## config.mk

```make
export PLATFORM = sky130hd
export DESIGN_NAME = dft_mac_sequencer_flat
export DESIGN_NICKNAME = d
export VERILOG_FILES = /design/src/rtl/dft_mac_sequencer_if.sv /design/src/rtl/dft_mac_sequencer.sv /design/src/flat_wrapper.sv
export SDC_FILE = /design/constraint.sdc
export NUM_CORES = 1
export LEC_CHECK = 0
export ABC_AREA = 1
export CORE_MARGIN = 5
export CORE_UTILIZATION = 50
export CTS_CLUSTER_SIZE = 30
export DETAILED_ROUTE_END_ITERATION = 8
export PLACE_DENSITY = 0.88
export SLEW_MARGIN = 40
export SYNTH_ARGS = -nofsm -noshare
export SYNTH_HDL_FRONTEND = slang
export SYNTH_SLANG_ARGS = --single-unit
```

## constraint.sdc

```tcl
create_clock -name clk -period 6.85 [get_ports clk]
set_input_delay 0.685 -clock clk [delete_from_list [all_inputs] [get_ports clk]]
set_output_delay 0.685 -clock clk [all_outputs]
set_load 0.02 [all_outputs]
```

## src/rtl/dft_mac_sequencer_if.sv

```systemverilog
// Purpose: control bundle between the DFT MAC sequencer, its AXI bridge and the MAC datapath.
// Latency: wires only; every signal the master drives comes straight from a register.
// Backpressure: none; start/data_loaded are level handshakes and done is a one-cycle pulse.
// Port summary (master = sequencer side):
//   from bridge : start, sample_num, data_loaded
//   to bridge   : busy, done, err, load_ncompute
//   to datapath : ram_rd_addr, cache_we, cache_wr_addr, cache_rd_addr, tw_k, tw_n,
//                 acc_ce, acc_clr, wb_we, wb_addr
interface dft_mac_sequencer_if #(
   parameter int ADDR_W = 12
);
   logic              start;
   logic [ADDR_W-1:0] sample_num;
   logic              data_loaded;
   logic              busy;
   logic              done;
   logic              err;
   logic              load_ncompute;
   logic [ADDR_W-1:0] ram_rd_addr;
   logic              cache_we;
   logic [ADDR_W-1:0] cache_wr_addr;
   logic [ADDR_W-1:0] cache_rd_addr;
   logic [ADDR_W-1:0] tw_k;
   logic [ADDR_W-1:0] tw_n;
   logic              acc_ce;
   logic              acc_clr;
   logic              wb_we;
   logic [ADDR_W-1:0] wb_addr;

   modport master (
      input  start, sample_num, data_loaded,
      output busy, done, err, load_ncompute, ram_rd_addr, cache_we, cache_wr_addr,
             cache_rd_addr, tw_k, tw_n, acc_ce, acc_clr, wb_we, wb_addr
   );

   modport slave (
      output start, sample_num, data_loaded,
      input  busy, done, err, load_ncompute, ram_rd_addr, cache_we, cache_wr_addr,
             cache_rd_addr, tw_k, tw_n, acc_ce, acc_clr, wb_we, wb_addr
   );
endinterface

```

## src/rtl/dft_mac_sequencer.sv

```systemverilog
// Purpose: single sequencer for the direct-DFT MAC: RAM->cache fill, k/n double loop, X[k] write-back.
// Latency: (N+1) fill + N*(N+2) compute + 1 done cycles after data_loaded is sampled.
// Backpressure: none; start is ignored while busy, data_loaded is only looked at in WAIT_LOAD.
// Ports: clk, rst (synchronous, active high), bus (dft_mac_sequencer_if.master).
// Optional: define DFT_SEQ_PERF_CNT_EN to add parameter CNT_W and output perf_cycles[CNT_W],
//           a saturating count of busy cycles, cleared on each accepted start.
module dft_mac_sequencer #(
   parameter int ADDR_W = 12
`ifdef DFT_SEQ_PERF_CNT_EN
   ,
   parameter int CNT_W  = 32
`endif
) (
   input  logic                clk,
   input  logic                rst,
   dft_mac_sequencer_if.master bus
`ifdef DFT_SEQ_PERF_CNT_EN
   ,
   output logic [CNT_W-1:0]    perf_cycles
`endif
);

   typedef enum logic [2:0] {
      S_IDLE,
      S_WAIT_LOAD,
      S_FILL,
      S_ISSUE,
      S_DRAIN,
      S_WRITE,
      S_DONE
   } state_t;

   state_t            state;
   logic [ADDR_W-1:0] num;        // latched transform length N
   logic [ADDR_W-1:0] fill_idx;   // FILL cycle index, 0..N
   logic              issue_vld;  // cache_rd_addr carries a live n this cycle
   logic [ADDR_W-1:0] last_idx;
   logic              start_acc;

   assign last_idx  = num - ADDR_W'(1);
   assign start_acc = (state == S_IDLE) && bus.start && (bus.sample_num != '0);

   always_ff @(posedge clk) begin
      if (rst) begin
         state             <= S_IDLE;
         num               <= '0;
         fill_idx          <= '0;
         issue_vld         <= 1'b0;
         bus.busy          <= 1'b0;
         bus.done          <= 1'b0;
         bus.err           <= 1'b0;
         bus.load_ncompute <= 1'b1;
         bus.ram_rd_addr   <= '0;
         bus.cache_we      <= 1'b0;
         bus.cache_wr_addr <= '0;
         bus.cache_rd_addr <= '0;
         bus.tw_k          <= '0;
         bus.tw_n          <= '0;
         bus.acc_ce        <= 1'b0;
         bus.acc_clr       <= 1'b0;
         bus.wb_we         <= 1'b0;
         bus.wb_addr       <= '0;
      end else begin
         bus.done     <= 1'b0;
         bus.cache_we <= 1'b0;
         bus.acc_clr  <= 1'b0;
         bus.wb_we    <= 1'b0;
         issue_vld    <= 1'b0;
         // Cache read data arrives one cycle after its address, so the twiddle
         // n index and the accumulate enable trail the issued n by one cycle.
         bus.acc_ce   <= issue_vld;
         bus.tw_n     <= bus.cache_rd_addr;

         case (state)
            S_IDLE: begin
               if (start_acc) begin
                  num      <= bus.sample_num;
                  bus.err  <= 1'b0;
                  bus.busy <= 1'b1;
                  state    <= S_WAIT_LOAD;
               end else if (bus.start) begin
                  // N==0: flag it and still hand the bridge a done so it does not stall
                  bus.err  <= 1'b1;
                  bus.done <= 1'b1;
               end
            end

            S_WAIT_LOAD: begin
               if (bus.data_loaded) begin
                  fill_idx        <= '0;
                  bus.ram_rd_addr <= '0;
                  state           <= S_FILL;
               end
            end

            // Cycle i reads RAM[i] (i<N) and writes cache[i-1] (i>=1) from the
            // previous read, which returns one cycle later.
            S_FILL: begin
               if (fill_idx == num) begin
                  bus.load_ncompute <= 1'b0;
                  bus.tw_k          <= '0;
                  bus.cache_rd_addr <= '0;
                  bus.acc_clr       <= 1'b1;
                  issue_vld         <= 1'b1;
                  state             <= S_ISSUE;
               end else begin
                  fill_idx          <= fill_idx + ADDR_W'(1);
                  if (fill_idx != last_idx) begin
                     bus.ram_rd_addr <= fill_idx + ADDR_W'(1);
                  end
                  bus.cache_we      <= 1'b1;
                  bus.cache_wr_addr <= fill_idx;
               end
            end

            S_ISSUE: begin
               if (bus.cache_rd_addr == last_idx) begin
                  bus.cache_rd_addr <= '0;
                  state             <= S_DRAIN;
               end else begin
                  bus.cache_rd_addr <= bus.cache_rd_addr + ADDR_W'(1);
                  issue_vld         <= 1'b1;
               end
            end

            // The last product accumulates here; the write-back cycle then clears
            // the accumulator on the same edge RAM captures it.
            S_DRAIN: begin
               bus.wb_we   <= 1'b1;
               bus.wb_addr <= bus.tw_k;
               bus.acc_clr <= 1'b1;
               state       <= S_WRITE;
            end

            S_WRITE: begin
               if (bus.tw_k == last_idx) begin
                  bus.tw_k          <= '0;
                  bus.done          <= 1'b1;
                  bus.load_ncompute <= 1'b1;
                  state             <= S_DONE;
               end else begin
                  bus.tw_k  <= bus.tw_k + ADDR_W'(1);
                  issue_vld <= 1'b1;
                  state     <= S_ISSUE;
               end
            end

            S_DONE: begin
               bus.busy <= 1'b0;
               state    <= S_IDLE;
            end

            default: begin
               bus.busy <= 1'b0;
               state    <= S_IDLE;
            end
         endcase
      end
   end

`ifdef DFT_SEQ_PERF_CNT_EN
   always_ff @(posedge clk) begin
      if (rst) begin
         perf_cycles <= '0;
      end else if (start_acc) begin
         perf_cycles <= '0;
      end else if (bus.busy && (perf_cycles != '1)) begin
         perf_cycles <= perf_cycles + CNT_W'(1);
      end
   end
`endif

endmodule

```

## src/flat_wrapper.sv

```systemverilog
// flat-port wrapper written by rule: the top's interface ports become plain ports
module dft_mac_sequencer_flat 
#(
   parameter int ADDR_W = 12

)
  (clk, rst, bus_start, bus_sample_num, bus_data_loaded, bus_busy, bus_done, bus_err, bus_load_ncompute, bus_ram_rd_addr, bus_cache_we, bus_cache_wr_addr, bus_cache_rd_addr, bus_tw_k, bus_tw_n, bus_acc_ce, bus_acc_clr, bus_wb_we, bus_wb_addr);
  dft_mac_sequencer_if #(.ADDR_W(ADDR_W)) bus_i ();
  input  logic clk;
  input  logic rst;
  input wire logic [$bits(bus_i.start)-1:0] bus_start;
  input wire logic [$bits(bus_i.sample_num)-1:0] bus_sample_num;
  input wire logic [$bits(bus_i.data_loaded)-1:0] bus_data_loaded;
  output wire logic [$bits(bus_i.busy)-1:0] bus_busy;
  output wire logic [$bits(bus_i.done)-1:0] bus_done;
  output wire logic [$bits(bus_i.err)-1:0] bus_err;
  output wire logic [$bits(bus_i.load_ncompute)-1:0] bus_load_ncompute;
  output wire logic [$bits(bus_i.ram_rd_addr)-1:0] bus_ram_rd_addr;
  output wire logic [$bits(bus_i.cache_we)-1:0] bus_cache_we;
  output wire logic [$bits(bus_i.cache_wr_addr)-1:0] bus_cache_wr_addr;
  output wire logic [$bits(bus_i.cache_rd_addr)-1:0] bus_cache_rd_addr;
  output wire logic [$bits(bus_i.tw_k)-1:0] bus_tw_k;
  output wire logic [$bits(bus_i.tw_n)-1:0] bus_tw_n;
  output wire logic [$bits(bus_i.acc_ce)-1:0] bus_acc_ce;
  output wire logic [$bits(bus_i.acc_clr)-1:0] bus_acc_clr;
  output wire logic [$bits(bus_i.wb_we)-1:0] bus_wb_we;
  output wire logic [$bits(bus_i.wb_addr)-1:0] bus_wb_addr;
  assign bus_i.start = bus_start;
  assign bus_i.sample_num = bus_sample_num;
  assign bus_i.data_loaded = bus_data_loaded;
  assign bus_busy = bus_i.busy;
  assign bus_done = bus_i.done;
  assign bus_err = bus_i.err;
  assign bus_load_ncompute = bus_i.load_ncompute;
  assign bus_ram_rd_addr = bus_i.ram_rd_addr;
  assign bus_cache_we = bus_i.cache_we;
  assign bus_cache_wr_addr = bus_i.cache_wr_addr;
  assign bus_cache_rd_addr = bus_i.cache_rd_addr;
  assign bus_tw_k = bus_i.tw_k;
  assign bus_tw_n = bus_i.tw_n;
  assign bus_acc_ce = bus_i.acc_ce;
  assign bus_acc_clr = bus_i.acc_clr;
  assign bus_wb_we = bus_i.wb_we;
  assign bus_wb_addr = bus_i.wb_addr;
  dft_mac_sequencer #(.ADDR_W(ADDR_W)) u_core (.clk(clk), .rst(rst), .bus(bus_i));
endmodule
```

==> flow_summary.toml <==
[global_routing]
grt_pass1_wl_um = 25700
grt_pass1_vias = 5214
gr-total-overflow = 0
antenna_found_initial = 0
grt_use_total = 0.243
grt_max_degree = 46

[logic_synthesis]
synthXorXnorAreaFrac = 0.0379
yosys.area_share.simple = 0.330
synth_top_family_by_area = "simple AND/OR/NAND/NOR gates"
synth_compound_area_frac = 0.145
synth_nets = 829
synthMuxAreaShare = 0
synth_fa_ha_area_frac = 0.00903
synthArstFlopShare = 0
synth_flop_cell = "dfxtp_1"
synth_cells = 809
synth_edf_count = 0
yosys_warnings = 0
synthDistinctLibCells = 36
synth-seq-area-share = 0.390
synth_area_um2 = 5550
ys_ff_latch = 108
avgSynthCellArea_um2 = 6.85

[routing]
wirelength_um = 15900
num_vias = 5689
first_iter_violations = 500
antenna_left = 0
drc = 0
drtPass1Iterations = 6
post_drt_wl_per_cell_um = 15.3
vias_per_cell = 5.47

[hold_path]
hold_path_class = "register to register"

[clocking]
root_buffer = "clkbuf_8"
postCtsResizedCells = 0
clockBufferDepth = 2
clkSinkCount = 108
clock_latency_ps = 390
htreeDepth = 3
cts_tree = "built"
post_cts_buffers = 0
numCtsBuffers = 9
clk_pin_slew_ps = 100
holdBufCountCts = 0

[setup_path]
slowest_stage = "dfxtp_1"
path_buf_inv = 2
required_ps = 7130
crit_arrival_ps = 3000
critPathLaunchType = "register"
cp_top_family = "simple AND/OR/NAND/NOR gates"
slowest_delay_ps = 500
crit_chain = "inv_2 -> ha_1 -> inv_1 -> nor2_1 -> nand4_1 -> nand2_1 -> nand2_1 -> nand3_1 -> nor2_1 -> nand3_2 -> nand2_2 -> nor2_2 -> a22o_1"
path_max_fanout = 9
path_class = "register to register"
cp-end-kind = "register"

[finish]
num_antenna_cells = 0
syn_to_final_growth_pct = 22.1
fin_nets = 915
drive_above_1_share = 0.0567
nFillCells = 972
fin_util = 0.625

[placement]
place_ws_ps = 3970
dp_hpwl_um = 12200
port_buffers = 95
gp_routability_congestion = 0.967

[sta]
maxSlewViolCount = 0
worstMarginPinSlew_ps = 802
min_period_over_period = 0.397
max_freq_ghz = 0.368
final-hold-violation-count = 0
setup_violations = 0
setup_ws_ps = 4130
skew_ps = 13.7
slew_headroom = 0.463
tns_ps = 0
grt_setup_unrepaired = "no"
fin_crit_ps = 2720

[die]
die_h_um = 115
die_x_um = 115
pin_count = 96
coreArea_um2 = 10800
die_area_um2 = 13300
initial_core_util = 0.512
fp-row-count = 38

[pwr]
p_total_mw = 2.46
p_leak_nw = 2.72
p_per_area_nw_per_um2 = 363
peakVddDrop_mv = 0.179

[run]
drv_cap = 0

[status]
status = "completed"
-- registers in the layout, indices dropped and copies added, names as in the netlist, 3 cells and up --
register	flops
u_core.bus.ram_rd_addr	12
u_core.bus.tw_n	12
u_core.bus.wb_addr	12
u_core.bus.cache_wr_addr	12
u_core.state	3
u_core.fill_idx	12
u_core.bus.cache_rd_addr	12
u_core.num	12
u_core.bus.tw_k	12
-- kinds of logic after synthesis --
kind of cell | after synthesis
AND/OR/NAND/NOR | 402
AO/OA/AOI/OAI | 154
buffers and inverters | 117
flip-flops | 108
XOR/XNOR | 24
adder cells (fa/ha/maj) | 4
-- worst register-to-register path: stages, from the launching register on --
cell	delay [ps]
dfxtp_1	500
inv_2	160
ha_1	330
inv_1	130
nor2_1	70
nand4_1	160
nand2_1	180
nand2_1	100
nand3_1	70
nor2_1	210
nand3_2	160
nand2_2	230
nor2_2	120
a22o_1	200
-- final cells by class --
cell class                 instances  area, um2  area share
tap                              140        175      0.0259
sequential                       108       2160       0.319
clock buffer                       9        124      0.0183
clock inverter                     7       81.3      0.0120
timing repair buffer              98        973       0.144
multi-input combinational        584       2900       0.429
inverter                          94        353      0.0521
-- final timing paths --
check	slack [ps]	depth (start not counted)	from	end
max	4130	13	u_core.num[0]$_SDFFE_PP0P_	u_core.bus.cache_rd_addr[1]$_SDFFE_PP0P_
min	430	2	u_core.issue_vld$_SDFF_PP0_	u_core.bus.acc_ce$_SDFF_PP0_
max reg2reg	4130	13	u_core.num[0]$_SDFFE_PP0P_	u_core.bus.cache_rd_addr[1]$_SDFFE_PP0P_
min reg2reg	430	2	u_core.issue_vld$_SDFF_PP0_	u_core.bus.acc_ce$_SDFF_PP0_
-- per-layer routing --
| metal | routed length, um | part of all wire | GRT usage |
|---|---|---|---|
| met5 | 0 | 0 | 0 |
| met4 | 308 | 0.019 | 0.0775 |
| met3 | 1390 | 0.087 | 0.0542 |
| met2 | 7180 | 0.45 | 0.381 |
| met1 | 7050 | 0.44 | 0.335 |
-- Yosys cell counts, types with 5 or more instances --
library cell / count / area share
xnor2_1: 8 / 0.013
nand2_1: 159 / 0.11
o21ai_0: 68 / 0.061
dfxtp_1: 108 / 0.39
nand4_1: 12 / 0.014
nand3_1: 84 / 0.076
nand2_2: 9 / 0.010
nor4_1: 5 / 0.0056
inv_2: 5 / 0.0034
inv_1: 89 / 0.060
nor2_1: 97 / 0.066
nor3_1: 10 / 0.0090
clkbuf_1: 15 / 0.010
nand3b_1: 7 / 0.0095
xor2_1: 16 / 0.025
a21oi_1: 75 / 0.068
-- metrics by stage --
step | hold WS [ps] | instance area (um2) | cells
2_1_floorplan | 388 | 5550 | 809
3_3_place_gp | 402 | 6560 | 1024
3_5_place_dp | 415 | 6560 | 1024
4_1_cts | 433 | 6770 | 1040
5_1_grt | 460 | 6770 | 1040
6_report | 432 | 6770 | 1040
-- cells in the final DEF, fill, tap and decap left out, types with 12 or more instances in the layout --
cell type / netlist / final
nand2_1: 159 / 159
dfxtp_1: 108 / 108
nor2_1: 97 / 97
clkdlybuf4s50_1: 0 / 95
inv_1: 89 / 89
nand3_1: 84 / 84
a21oi_1: 75 / 75
o21ai_0: 68 / 68
xor2_1: 16 / 16
nand4_1: 12 / 12
-- where the power goes --
part / leakage, nW / switching (mW) / internal, mW
Clock: 0.106 / 0.233 / 0.175
Sequential: 0.878 / 0.125 / 0.750
Combinational: 1.73 / 0.757 / 0.418
Power figures use the tool's default switching activity.
==> variant 1: new RTL, config.mk and constraints unchanged <==
Re-encode `state_t` (7 states) as Gray code, 3 bits wide.
--- a/src/rtl/dft_mac_sequencer.sv
+++ b/src/rtl/dft_mac_sequencer.sv
@@ -22,11 +22,11 @@
 
    typedef enum logic [2:0] {
-      S_IDLE,
-      S_WAIT_LOAD,
-      S_FILL,
-      S_ISSUE,
-      S_DRAIN,
-      S_WRITE,
-      S_DONE
+      S_IDLE      = 3'b000,
+      S_WAIT_LOAD = 3'b001,
+      S_FILL      = 3'b011,
+      S_ISSUE     = 3'b010,
+      S_DRAIN     = 3'b110,
+      S_WRITE     = 3'b111,
+      S_DONE      = 3'b101
    } state_t;
 
Formal check against the unedited RTL: same outputs for any inputs over 10 cycles, from zero or initial values and one cycle with rst high; not proved beyond that.
==> variant 1 against the original RTL <==
  * Design area fell by 2.2%
  * Area after synthesis fell by 2.9%
  * Maximum frequency rose by 4.1%
  * Setup slack improved by 0.11 ns
  * Sequential cell count did not move
  * Sequential share of layout area rose by 0.71 points
  * First-iteration DRC count fell by 17%
  * Clock skew rose by 0.0019 ns
  * Routed wire length fell by 5.5%
  * Power fell by 18%
  * Highest routed layer unchanged
==> variant 1: results (changes against the original RTL) <==
| Metric | Value |
|---|---|
| Largest net degree at the start of global routing | 50 (was 46) |
| Status | finished, final reports clean (unchanged) |
| H-Tree Depth | 3 (unchanged) |
| P_leak | 2.70 nW (was 2.72 nW) |
| Post-CTS sizing | 0 (unchanged) |
| Compound-Gate Fraction of Synth Area | 13.3% (was 14.5%) |
| Dpl hpwl | 11.4 mm (was 12.2 mm) |
| FF-to-FF End | u_core.bus.tw_k[7]$_SDFFE_PP0P_ (was u_core.bus.cache_rd_addr[1]$_SDFFE_PP0P_) |
| Cts bufs inserted | 9 (unchanged) |
| Initial antenna violation count | 0 (unchanged) |
| Pre-CTS setup slack | 3.89 ns (was 3.97 ns) |
| Post-CTS setup repair buffer count | 0 (unchanged) |
| Ys async rst share | 0% (unchanged) |
| First-pass GRT wire length | 25.4 mm (was 25.7 mm) |
| Hold path cells | 2 (unchanged) |
| Wirelength, routed | 15.0 mm (was 15.9 mm) |
| Post-Syn Nets | 828 (was 829) |
| Setup Skew | 0.0156 ns (was 0.0137 ns) |
| Total number of vias | 5,567 (was 5,689) |
| Peak VDD IR | 0.000200 V (was 0.000179 V) |
| Share of layout cells above drive strength 1 | 4.66% (was 5.67%) |
| Hold_buf cts | 0 (unchanged) |
| Reg2Reg Depth | 11 (was 13) |
| Post-Synth XOR/XNOR Area | 4.23% (was 3.79%) |
| Post-synthesis mux area share | 0% (unchanged) |
| Final #Nets | 916 (was 915) |
| Overall routing resource usage | 24.0% (was 24.3%) |
| Final min period | 2.61 ns (was 2.72 ns) |
| CP max FO | 9 (unchanged) |
| Hold Path Class | flip-flop to flip-flop (unchanged) |
| Gpl congestion | 1.02 (was 0.967) |
| WP data arrival | 2.87 ns (was 3.00 ns) |
| 1st-iter DRT viols | 414 (was 500) |
| Share of the yosys chip area belonging to registers | 40.1% (was 39.0%) |
| DR pass1 iterations | 7 (was 6) |
| Yosys warns | 0 (unchanged) |
| Top cells by count, synth | nand2_1 (193), dfxtp_1 (108), inv_1 (95), nor2_1 (87), nand3_1 (83) (was nand2_1 (159), dfxtp_1 (108), nor2_1 (97), inv_1 (89), nand3_1 (84)) |
| Count of unique library cells instantiated by Yosys | 32 (was 36) |
| CTS Root Cell | clkbuf_8 (unchanged) |
| Crit-path max cell delay | 0.45 ns (was 0.50 ns) |
| Relative slew slack | 56.1% (was 46.3%) |
| Area share of fa/ha/maj cells after synthesis | 0.929% (was 0.903%) |
| Antenna diodes | 0 (unchanged) |
| Vias in the first global route | 5,326 (was 5,214) |
| Slowest cell on crit path | dfxtp_1 (unchanged) |
| Clock Pin Slew Worst Setup and Hold Paths | 0.12 ns (was 0.10 ns) |
| Area contributors post-synth | dfxtp_1 (40%), nand2_1 (13%), nand3_1 (7.7%), a21oi_1 (6.9%), inv_1 (6.6%) (was dfxtp_1 (39%), nand2_1 (11%), nand3_1 (7.6%), a21oi_1 (6.8%), nor2_1 (6.6%)) |
==> variant 1: cell families after synthesis <==
kind of cell / after synthesis
compound gates: 141
xor+xnor: 26
fa+ha+maj: 4
buf+inv: 122
flops: 108
simple gates: 407
==> variant 1: per-stage QoR <==
stage                     util (%)  std cells  cell area (um^2)  hold slack (ns)  total power, mW
after floorplan                  -        808              5390            0.388             1.40
after global placement        61.8       1021              6440            0.395             1.62
after detailed placement      61.8       1021              6440            0.404             1.64
after CTS                     63.6       1037              6620            0.398             2.00
after global routing          63.6       1037              6620            0.417             2.17
final                         63.6       1037              6620            0.401             2.01
==> variant 1: cell type report <==
type	instances	area [um^2]
inverter	100	375
timing repair buffer	99	976
clock buffer	9	124
fill	935	3790
tap	136	170
clock inverter	7	61.3
multi-input combinational	578	2750
sequential	108	2160
==> variant 1: how the worst max path moves through the flow <==
stage                          startpoint                                      end
2_1_floorplan  u_core.num[0]$_SDFFE_PP0P_  u_core.bus.ram_rd_addr[10]$_SDFFE_PP0P_
3_3_place_gp           bus_sample_num[11]             u_core.state[0]$_SDFFE_PP0P_
3_5_place_dp           bus_sample_num[11]             u_core.state[0]$_SDFFE_PP0P_
4_1_cts                bus_sample_num[11]             u_core.state[0]$_SDFFE_PP0P_
5_1_grt        u_core.num[0]$_SDFFE_PP0P_  u_core.bus.ram_rd_addr[11]$_SDFFE_PP0P_
6_report       u_core.num[0]$_SDFFE_PP0P_          u_core.bus.tw_k[7]$_SDFFE_PP0P_
==> variant 1: worst max-delay path, delay by kind of cell (launching register included) <==
kind / cells / cell delay [ns]
xor+xnor: 1 / 0.17
flops: 1 / 0.45
simple gates: 7 / 1.32
buf+inv: 2 / 0.24
fa+ha+maj: 1 / 0.31
==> variant 1: per-layer routing <==
metal	global-route usage, %	part of all wire (%)
met5	0	0
met4	11.6	4.2
met3	4.19	8.3
met2	38.8	45
met1	31.0	43
==> variant 1: power by group <==
part	internal, mW	switching [mW]	leakage, nW	total, mW
Sequential	0.707	0.0917	0.877	0.799
Combinational	0.298	0.547	1.73	0.844
Clock	0.139	0.231	0.0971	0.369
Total	1.14	0.869	2.70	2.01
==> variant 2: new RTL, same settings <==
Without the edit above. `ADDR_W` is set to 12 in 3 places; all go to 11.
--- a/src/rtl/dft_mac_sequencer_if.sv
+++ b/src/rtl/dft_mac_sequencer_if.sv
@@ -8,5 +8,5 @@
 //                 acc_ce, acc_clr, wb_we, wb_addr
 interface dft_mac_sequencer_if #(
-   parameter int ADDR_W = 12
+   parameter int ADDR_W = 11
 );
    logic              start;
--- a/src/rtl/dft_mac_sequencer.sv
+++ b/src/rtl/dft_mac_sequencer.sv
@@ -6,5 +6,5 @@
 //           a saturating count of busy cycles, cleared on each accepted start.
 module dft_mac_sequencer #(
-   parameter int ADDR_W = 12
+   parameter int ADDR_W = 11
 `ifdef DFT_SEQ_PERF_CNT_EN
    ,
--- a/src/flat_wrapper.sv
+++ b/src/flat_wrapper.sv
@@ -2,5 +2,5 @@
 module dft_mac_sequencer_flat 
 #(
-   parameter int ADDR_W = 12
+   parameter int ADDR_W = 11
 
 )
Interface: changed (7 resized); port bits go from 96 to 89. No check against the original RTL was run, so the function may have changed too.
==> variant 2 against the original RTL <==
  * Area after synthesis down 11%
  * Sequential cell count down 8
  * Cell count down 12%
  * Largest power group unchanged
  * Combinational power down 21%
  * Setup slack better by 0.0047 ns
  * Routed wire length down 14%
  * Critical path type is now primary input to flip-flop
  * Power down 16%
  * Design area down 10%
==> variant 2: results (changes against the original RTL) <==
| Metric | Value |
|---|---|
| DR pass1 iterations | 7 (was 6) |
| First-pass GRT wire length | 22.0 mm (was 25.7 mm) |
| Gpl congestion | 0.941 (was 0.967) |
| DR WL/cell | 15.0 um (was 15.3 um) |
| Final #Nets | 799 (was 915) |
| Status | finished, final reports clean (unchanged) |
| Share of layout cells above drive strength 1 | 5.99% (was 5.67%) |
| Sw Ratio | 43.5% (was 45.4%) |
| Dpl hpwl | 10.4 mm (was 12.2 mm) |
| Overall routing resource usage | 23.3% (was 24.3%) |
| Flop pwr share | 36.7% (was 35.6%) |
| Slowest cell on crit path | nor4_1 (was dfxtp_1) |
| Avg Cell Area, Syn | 7.04 um^2 (was 6.85 um^2) |
| Port bufs | 88 (was 95) |
| Finished Layout Cells | 918 (was 1,040) |
| DP Area | 5880 um^2 (was 6560 um^2) |
| 1st-iter DRT viols | 415 (was 500) |
| Crit-path max cell delay | 0.57 ns (was 0.50 ns) |
| Final Power | 2.08 mW (was 2.46 mW) |
| P_leak | 2.46 nW (was 2.72 nW) |
| WP data arrival | 3.03 ns (was 3.00 ns) |
| Total number of vias | 5,016 (was 5,689) |
| Peak VDD IR | 0.000271 V (was 0.000179 V) |
| Skew-Pair Late Insertion Delay | 0.37 ns (was 0.39 ns) |
| Clock power frac | 19.0% (was 16.6%) |
| DP Cell Count | 902 (was 1,024) |
| Area contributors post-synth | dfxtp_1 (41%), nand2_1 (11%), a21oi_1 (6.6%), nor2_1 (6.4%), inv_1 (6.0%) (was dfxtp_1 (39%), nand2_1 (11%), nand3_1 (7.6%), a21oi_1 (6.8%), nor2_1 (6.6%)) |
| Vias in the first global route | 4,600 (was 5,214) |
| CP max FO | 24 (was 9) |
| Post-Syn Nets | 717 (was 829) |
| Worst-Margin Slew | 0.770 ns (was 0.802 ns) |
-- variant 2: changes by cell type after synthesis, sizes merged, moves of 4 or more --
cell / unedited run / this run
nand4: 12 / 8
a22o: 4 / 0
nand3: 86 / 61
nand2: 171 / 155
xor2: 16 / 24
o21ai: 68 / 54
nand3b: 7 / 0
a21oi: 76 / 66
inv: 94 / 85
nor2: 103 / 88
dfxtp: 108 / 100
-- variant 2: layout make-up --
type	instances	area share [%]
multi-input cells	495	41.1
flip-flops and latches	100	32.9
repair buffers	89	14.6
inverters	85	5.28
well taps	133	2.73
clock buffers	10	2.26
clock inverters	6	1.17
-- variant 2: per-layer routing --
metal  GRT usage, %  part of all wire (%)
met1           30.9                    43
met2           38.2                    46
met3           4.26                   8.9
met4           7.93                   2.4
met5              0                     0
-- variant 2: worst reg2reg max path: stages, from the launching register on --
cell and delay, ns:
dfxtp_1 0.36, inv_1 0.23, ha_1 0.30, inv_1 0.10
nor2_1 0.15, nand3_1 0.09, nand2_1 0.14, nand2_2 0.11
nand2_1 0.07, nand2_1 0.05, nand2_1 0.06, nor2_1 0.05
nand3_1 0.15, nand2_1 0.19, inv_1 0.22, nand2_1 0.17
o32ai_1 0.18
-- variant 2: worst paths after layout --
kind	start	to	slack (ns)	cells past startpoint
setup / recovery	bus_sample_num[0]	u_core.state[1]$_SDFFE_PP0P_	4.14	10
hold / removal	u_core.issue_vld$_SDFF_PP0_	u_core.bus.acc_ce$_SDFF_PP0_	0.41	2
setup reg to reg	u_core.num[0]$_SDFFE_PP0P_	u_core.bus.cache_rd_addr[5]$_SDFFE_PP0P_	4.16	16
hold reg to reg	u_core.issue_vld$_SDFF_PP0_	u_core.bus.acc_ce$_SDFF_PP0_	0.41	2
